$ cat src/rtl/mc_ctrl_fsm.sv
// ---------------------------------------------------------------------------
// mc_ctrl_fsm
// Multi-cycle control unit for the MIPS core. A Moore FSM steps each
// instruction through fetch, decode, execute, memory and writeback. It stalls
// on the memory-ready handshake and holds MUL for MUL_LAT execute cycles.
//
// Ports
//   clk_87         clock, rising edge
//   rst_87         asynchronous active-high reset
//   op_87, fn_87   opcode / function fields from the instruction register
//   mem_ready_87   memory access completes this cycle
//   pc_write_87    PC load enable
//   pc_src_87      00 ALU, 01 jump target, 10 rs (JR), 11 ALU-out
//   iord_87        memory address select (0 PC, 1 ALU-out)
//   mem_read_87    memory read strobe
//   mem_write_87   memory write strobe
//   ir_write_87    instruction register load
//   reg_write_87   register file write enable
//   reg_dst_87     1 rd, 0 rt
//   mem_to_reg_87  1 MDR, 0 ALU-out
//   alu_src_a_87   0 PC, 1 rs
//   alu_src_b_87   00 rt, 01 4, 10 imm, 11 imm<<2
//   alu_op_87      00 add, 01 sub, 10 funct, 11 opcode decode
//   branch_87      conditional PC write
//   imm_as_reg_87  MUL immediate-field register operand select
//   illegal_87     sticky unsupported-opcode flag
//   state_87       current state encoding (debug)
// ---------------------------------------------------------------------------
module mc_ctrl_fsm #(
  parameter int OP_W        = 6,
  parameter int FN_W        = 6,
  parameter int MUL_LAT     = 4,
  parameter int MEM_WAIT_EN = 1
) (
  input  logic            clk_87,
  input  logic            rst_87,
  input  logic [OP_W-1:0] op_87,
  input  logic [FN_W-1:0] fn_87,
  input  logic            mem_ready_87,
  output logic            pc_write_87,
  output logic [1:0]      pc_src_87,
  output logic            iord_87,
  output logic            mem_read_87,
  output logic            mem_write_87,
  output logic            ir_write_87,
  output logic            reg_write_87,
  output logic            reg_dst_87,
  output logic            mem_to_reg_87,
  output logic            alu_src_a_87,
  output logic [1:0]      alu_src_b_87,
  output logic [1:0]      alu_op_87,
  output logic            branch_87,
  output logic            imm_as_reg_87,
  output logic            illegal_87,
  output logic [3:0]      state_87
);

  typedef enum logic [3:0] {
    IDLE     = 4'd0,
    FETCH    = 4'd1,
    DECODE   = 4'd2,
    EXEC_R   = 4'd3,
    EXEC_I   = 4'd4,
    MEM_ADDR = 4'd5,
    MEM_RD   = 4'd6,
    MEM_WB   = 4'd7,
    MEM_WR   = 4'd8,
    ALU_WB   = 4'd9,
    BRANCH   = 4'd10,
    JUMP     = 4'd11,
    JR       = 4'd12,
    MUL_BUSY = 4'd13,
    TRAP     = 4'd14
  } state_t;

  // MIPS opcodes; MUL is the SPECIAL2 encoding.
  localparam logic [OP_W-1:0] OP_RTYPE = OP_W'(8'h00);
  localparam logic [OP_W-1:0] OP_J     = OP_W'(8'h02);
  localparam logic [OP_W-1:0] OP_BEQ   = OP_W'(8'h04);
  localparam logic [OP_W-1:0] OP_BNE   = OP_W'(8'h05);
  localparam logic [OP_W-1:0] OP_ADDI  = OP_W'(8'h08);
  localparam logic [OP_W-1:0] OP_ADDIU = OP_W'(8'h09);
  localparam logic [OP_W-1:0] OP_SLTI  = OP_W'(8'h0A);
  localparam logic [OP_W-1:0] OP_SLTIU = OP_W'(8'h0B);
  localparam logic [OP_W-1:0] OP_ANDI  = OP_W'(8'h0C);
  localparam logic [OP_W-1:0] OP_ORI   = OP_W'(8'h0D);
  localparam logic [OP_W-1:0] OP_MUL   = OP_W'(8'h1C);
  localparam logic [OP_W-1:0] OP_LW    = OP_W'(8'h23);
  localparam logic [OP_W-1:0] OP_SW    = OP_W'(8'h2B);
  localparam logic [FN_W-1:0] FN_JR    = FN_W'(8'h08);

  localparam int CNT_W = 5;
  localparam logic [CNT_W-1:0] MUL_LOAD = CNT_W'(MUL_LAT - 1);

  state_t           state_reg, state_next;
  logic [CNT_W-1:0] mul_cnt_reg, mul_cnt_next;
  logic             illegal_reg, illegal_next;

  logic mem_ok;
  logic is_mul, is_rtype, is_add_imm;

  // With waiting disabled every memory state completes in one cycle.
  assign mem_ok     = mem_ready_87 || (MEM_WAIT_EN == 0);
  assign is_mul     = (op_87 == OP_MUL);
  assign is_rtype   = (op_87 == OP_RTYPE);
  assign is_add_imm = (op_87 == OP_ADDI) || (op_87 == OP_ADDIU);

  // State register, MUL latency counter and sticky illegal flag.
  always_ff @(posedge clk_87 or posedge rst_87) begin
    if (rst_87) begin
      state_reg   <= IDLE;
      mul_cnt_reg <= '0;
      illegal_reg <= 1'b0;
    end else begin
      state_reg   <= state_next;
      mul_cnt_reg <= mul_cnt_next;
      illegal_reg <= illegal_next;
    end
  end

  // Next-state logic.
  always_comb begin
    state_next   = state_reg;
    mul_cnt_next = mul_cnt_reg;
    illegal_next = illegal_reg;
    case (state_reg)
      IDLE:   state_next = FETCH;
      FETCH:  if (mem_ok) state_next = DECODE;
      DECODE: begin
        if (is_rtype) begin
          state_next = (fn_87 == FN_JR) ? JR : EXEC_R;
        end else begin
          case (op_87)
            OP_MUL:                     state_next = EXEC_R;
            OP_LW, OP_SW:               state_next = MEM_ADDR;
            OP_ADDI, OP_ADDIU, OP_ANDI,
            OP_ORI, OP_SLTI, OP_SLTIU:  state_next = EXEC_I;
            OP_BEQ, OP_BNE:             state_next = BRANCH;
            OP_J:                       state_next = JUMP;
            default:                    state_next = TRAP;
          endcase
        end
      end
      EXEC_R: begin
        // A single-cycle MUL finishes here like any other R-type.
        if (is_mul && (MUL_LAT > 1)) begin
          mul_cnt_next = MUL_LOAD;
          state_next   = MUL_BUSY;
        end else begin
          state_next = ALU_WB;
        end
      end
      MUL_BUSY: begin
        mul_cnt_next = mul_cnt_reg - 1'b1;
        if (mul_cnt_reg == CNT_W'(1)) state_next = ALU_WB;
      end
      EXEC_I:   state_next = ALU_WB;
      ALU_WB:   state_next = FETCH;
      MEM_ADDR: state_next = (op_87 == OP_LW) ? MEM_RD : MEM_WR;
      MEM_RD:   if (mem_ok) state_next = MEM_WB;
      MEM_WB:   state_next = FETCH;
      MEM_WR:   if (mem_ok) state_next = FETCH;
      BRANCH:   state_next = FETCH;
      JUMP:     state_next = FETCH;
      JR:       state_next = FETCH;
      TRAP:     state_next = TRAP;
      default:  state_next = IDLE;
    endcase
    if (state_next == TRAP) illegal_next = 1'b1;
  end

  // Output decode.
  always_comb begin
    pc_write_87   = 1'b0;
    pc_src_87     = 2'b00;
    iord_87       = 1'b0;
    mem_read_87   = 1'b0;
    mem_write_87  = 1'b0;
    ir_write_87   = 1'b0;
    reg_write_87  = 1'b0;
    reg_dst_87    = 1'b0;
    mem_to_reg_87 = 1'b0;
    alu_src_a_87  = 1'b0;
    alu_src_b_87  = 2'b00;
    alu_op_87     = 2'b00;
    branch_87     = 1'b0;
    imm_as_reg_87 = 1'b0;
    case (state_reg)
      FETCH: begin
        mem_read_87  = 1'b1;
        alu_src_b_87 = 2'b01;
        // Only the ready cycle loads IR/PC, and it also leaves FETCH,
        // so each fetch produces exactly one pulse.
        ir_write_87  = mem_ok;
        pc_write_87  = mem_ok;
      end
      DECODE: alu_src_b_87 = 2'b11;
      EXEC_R: begin
        alu_src_a_87  = 1'b1;
        alu_op_87     = 2'b10;
        imm_as_reg_87 = is_mul;
      end
      MUL_BUSY: begin
        alu_src_a_87  = 1'b1;
        alu_op_87     = 2'b10;
        imm_as_reg_87 = 1'b1;
      end
      EXEC_I: begin
        alu_src_a_87 = 1'b1;
        alu_src_b_87 = 2'b10;
        alu_op_87    = is_add_imm ? 2'b00 : 2'b11;
      end
      ALU_WB: begin
        reg_write_87  = 1'b1;
        reg_dst_87    = is_rtype || is_mul;
        imm_as_reg_87 = is_mul;
      end
      MEM_ADDR: begin
        alu_src_a_87 = 1'b1;
        alu_src_b_87 = 2'b10;
      end
      MEM_RD: begin
        mem_read_87 = 1'b1;
        iord_87     = 1'b1;
      end
      MEM_WB: begin
        reg_write_87  = 1'b1;
        mem_to_reg_87 = 1'b1;
      end
      MEM_WR: begin
        mem_write_87 = 1'b1;
        iord_87      = 1'b1;
      end
      BRANCH: begin
        alu_src_a_87 = 1'b1;
        alu_op_87    = 2'b01;
        branch_87    = 1'b1;
        pc_src_87    = 2'b11;
      end
      JUMP: begin
        pc_write_87 = 1'b1;
        pc_src_87   = 2'b01;
      end
      JR: begin
        pc_write_87 = 1'b1;
        pc_src_87   = 2'b10;
      end
      default: ;
    endcase
  end

  assign illegal_87 = illegal_reg;
  assign state_87   = state_reg;

endmodule
$ cat config.mk
export PLATFORM = sky130hd
export DESIGN_NAME = mc_ctrl_fsm
export DESIGN_NICKNAME = d
export VERILOG_FILES = /design/src/rtl/mc_ctrl_fsm.sv
export SDC_FILE = /design/constraint.sdc
export NUM_CORES = 1
export LEC_CHECK = 0
export BUFFER_PORTS_ARGS = -buffer_cell sky130_fd_sc_hd__buf_2
export CORE_UTILIZATION = 49
export DETAILED_ROUTE_END_ITERATION = 12
export HOLD_SLACK_MARGIN = 0.12
export PLACE_DENSITY = 0.9
export SLEW_MARGIN = 5
export SYNTH_ARGS = -nofsm -noshare
export SYNTH_HDL_FRONTEND = slang
export SYNTH_SLANG_ARGS = --single-unit
$ cat constraint.sdc
create_clock -name clk_87 -period 1.7 [get_ports clk_87]
set_input_delay 0.085 -clock clk_87 [delete_from_list [all_inputs] [get_ports clk_87]]
set_output_delay 0.085 -clock clk_87 [all_outputs]
set_load 0.01 [all_outputs]
==> flow_metrics.env <==
export IMPL_total_power_uw=2050
export IMPL_synth_seq_area_share=0.238
export IMPL_crit_type="flop to flop"
export IMPL_avgSynthCellArea_sq_um=7.32
export IMPL_rows=16
export IMPL_fin_crit_ns=1.65
export IMPL_synth_nets=161
export IMPL_synthArstFlopShare=1.00
export IMPL_grt_pass1_vias=1102
export IMPL_ys_flop_type="dfrtp_1"
export IMPL_synth_simple_gate_area_frac=0.398
export IMPL_arrival_ns=1.80
export IMPL_die_height_microns=48.4
export IMPL_ys_ff_latch=10
export IMPL_crit_slowest_cell="dfrtp_2"
export IMPL_synth_top_area_cell="dfrtp_1"
export IMPL_dpl_hpwl_microns=2190
export IMPL_relSlewSlack=0.724
export IMPL_antenna_found_initial=0
export IMPL_dr_pass1_iters=4
export IMPL_tightestPinTransition_ns=0.413
export IMPL_cp_max_fo=10
export IMPL_leakagePower_uw=0.000668
export IMPL_cts_buffers=3
export IMPL_synth_area_sq_mm=0.00105
export IMPL_max_freq_ghz=0.608
export IMPL_via_per_inst=5.79
export IMPL_drc=0
export IMPL_clk_pin_slew_ns=0.07
export IMPL_clock_latency_ns=0.27
export IMPL_finalSetupViolCount=0
export IMPL_rrSetupSlack_ns=0.05
export IMPL_min_path_type="input pin to flop"
export IMPL_start_kind="flop"
export IMPL_num_nets_final=210
export IMPL_synth_adder_area_share=0.0238
export IMPL_synth_common_cells="nor2_1 (21), nand2_1 (12), dfrtp_1 (10), o21ai_0 (10), a21oi_1 (9)"
export IMPL_max_vdd_ir_drop_mv=0.894
export IMPL_routabilityCongestion=0.959
export IMPL_wire_per_inst_microns=13.0
export IMPL_io_pins=37
export IMPL_synth_most_common_cell="nor2_1"
export IMPL_cts_sinks=10
export IMPL_htreeDepth=1
export IMPL_fin_skew_ns=0.00786
export IMPL_finalCritPeriodShare=0.968
export IMPL_synth_mux_area_frac=0.00950
export IMPL_place_ws_ns=0.00975
export IMPL_crit_path_max_incr_delay_ns=0.46
export IMPL_yosysTopAreaCellShare=0.238
export IMPL_drv_slew=0
export IMPL_grt_pass1_wl_microns=4660
export IMPL_grt_max_degree=15
export IMPL_finalInstanceArea_sq_mm=0.00139
export IMPL_cp_cell_sequence="and3b_1 -> a311oi_1 -> a31oi_1 -> a311o_1 -> a31o_1"
export IMPL_routed_wirelength_microns=2860
export IMPL_synth_edf_count=0
export IMPL_clockBufferDepth=2
export IMPL_largest_register_ffs=5
export IMPL_track_usage=0.249
export IMPL_io_buffer_count=36
export IMPL_placed_area_sq_mm=0.00131
export IMPL_fp_dieW_microns=48.4
export IMPL_crit_required_ns=1.85
export IMPL_vias=1269
export IMPL_setup_slack_ns=0.0544
export IMPL_antenna_left=0
export IMPL_synth_area_leaders="dfrtp_1 (24%), nor2_1 (7.5%), o21ai_0 (4.8%)"
export IMPL_dieArea_sq_mm=0.00234
export IMPL_core_area_sq_mm=0.00198
export IMPL_start_util=0.532
export IMPL_syn_inst=144
export IMPL_cts_root_buf="clkbuf_4"
export IMPL_run_status="completed"
export IMPL_area_delta_synth_final_pct=32.3
export IMPL_drv_cap=0
export IMPL_synth_warnings=0
export IMPL_critical_path_endpoint_type="flop"
export IMPL_ys_types=50
export IMPL_antennaDiodeCount=0
export IMPL_drt_iter0_markers=41
export IMPL_synth_top_family_by_area="simple AND/OR/NAND/NOR gates"
export IMPL_drive_gt1_frac=0.354
export IMPL_synth_xor_area_frac=0.0166
export IMPL_synth_compound_area_frac=0.251
export IMPL_cts_tree="done"
export IMPL_rsz0062_at_grt="true"
export IMPL_holdPathStages=5
export IMPL_final_hold_viol_count=0
export IMPL_pwr_density_cell_mw_per_mm2=1470
export IMPL_rr_worst_depth=5
export IMPL_overflow=0
critical path: cells and delay by family (launching register included):
| family | cells | cell delay [ns] |
|---|---|---|
| AO/OA/AOI/OAI | 4 | 0.85 |
| flip-flops | 1 | 0.46 |
| AND/OR/NAND/NOR | 1 | 0.21 |
routing by layer:
layer	track usage	part of all wire
met3	0.0597	0.065
met2	0.432	0.48
met1	0.308	0.45
met5	0	0
met4	0.0686	0.0039
logic make-up (layout without fill, tap and decap cells):
family | count (synthesis) | after routing
and+or+nand+nor | 75 | 75
AOI/OAI and AO/OA | 40 | 40
buffers and inverters | 14 | 62
DFF | 10 | 10
adders and majority gates | 2 | 2
xor gates and xnor gates | 2 | 2
muxes | 1 | 1
stage by stage:
step                cells  TNS (ns)  utilization  hold slack (ns)
floorplan             144         0            -          -0.0748
finish                219         0        0.703            0.281
global route          219  -0.00670        0.703            0.304
global placement      210         0        0.658           0.0630
CTS                   217         0        0.692            0.260
detailed placement    210         0        0.658           0.0635
path summary, 6_finish.rpt:
path / start / to
worst max-delay path: state_87[0]$_DFF_PP0_ / illegal_87$_DFFE_PP0N_
worst min-delay path: mem_ready_87 / state_87[0]$_DFF_PP0_
worst max register to register: state_87[0]$_DFF_PP0_ / illegal_87$_DFFE_PP0N_
worst min register to register: illegal_87$_DFFE_PP0N_ / illegal_87$_DFFE_PP0N_
max in group asynchronous: rst_87 / state_87[2]$_DFF_PP0_
min in group asynchronous: rst_87 / mul_cnt_reg[3]$_DFFE_PP0P_
area by class of cell:
cell class | instances | area, sq um
fill | 154 | 588
inverter | 6 | 22.5
multi-input combinational | 120 | 744
sequential | 10 | 254
timing repair buffer | 52 | 303
tap | 27 | 33.8
clock buffer | 4 | 36.3
power by group:
| group | total, uW | internal [uW] | switching, uW | leakage [uW] |
|---|---|---|---|---|
| registers | 472 | 349 | 123 | 0.000112 |
| logic | 1370 | 621 | 747 | 0.000535 |
| clock network | 211 | 130 | 80.9 | 0.0000210 |
| total | 2050 | 1100 | 951 | 0.000668 |
cells in the final DEF, fill, tap and decap left out, types with 2 or more instances in the layout:
cell type / n
clkbuf_4: 3
nand2b_1: 3
and3_1: 3
nand2_1: 12
nand3_1: 5
and2b_1: 2
inv_1: 5
nor2_1: 20
nor3_1: 7
a311o_1: 2
buf_2: 36
dfrtp_2: 3
and3b_1: 2
dfrtp_1: 7
and2_1: 2
o21ai_1: 6
a31oi_1: 4
o21ai_0: 8
or3_1: 2
buf_4: 15
nor2b_1: 4
ha_1: 2
a21oi_1: 8
what timing repair did:
| item | 4_1_cts | 5_1_grt |
|---|---|---|
| hold buffers | 1 | 0 |
| setup buffers | 2 | 2 |
| endpoints found under the setup margin | 7 | 8 |
| resized for setup | 3 | 5 |
| endpoints found under the hold margin | 10 | 0 |
(Power assumes the default switching activity.)
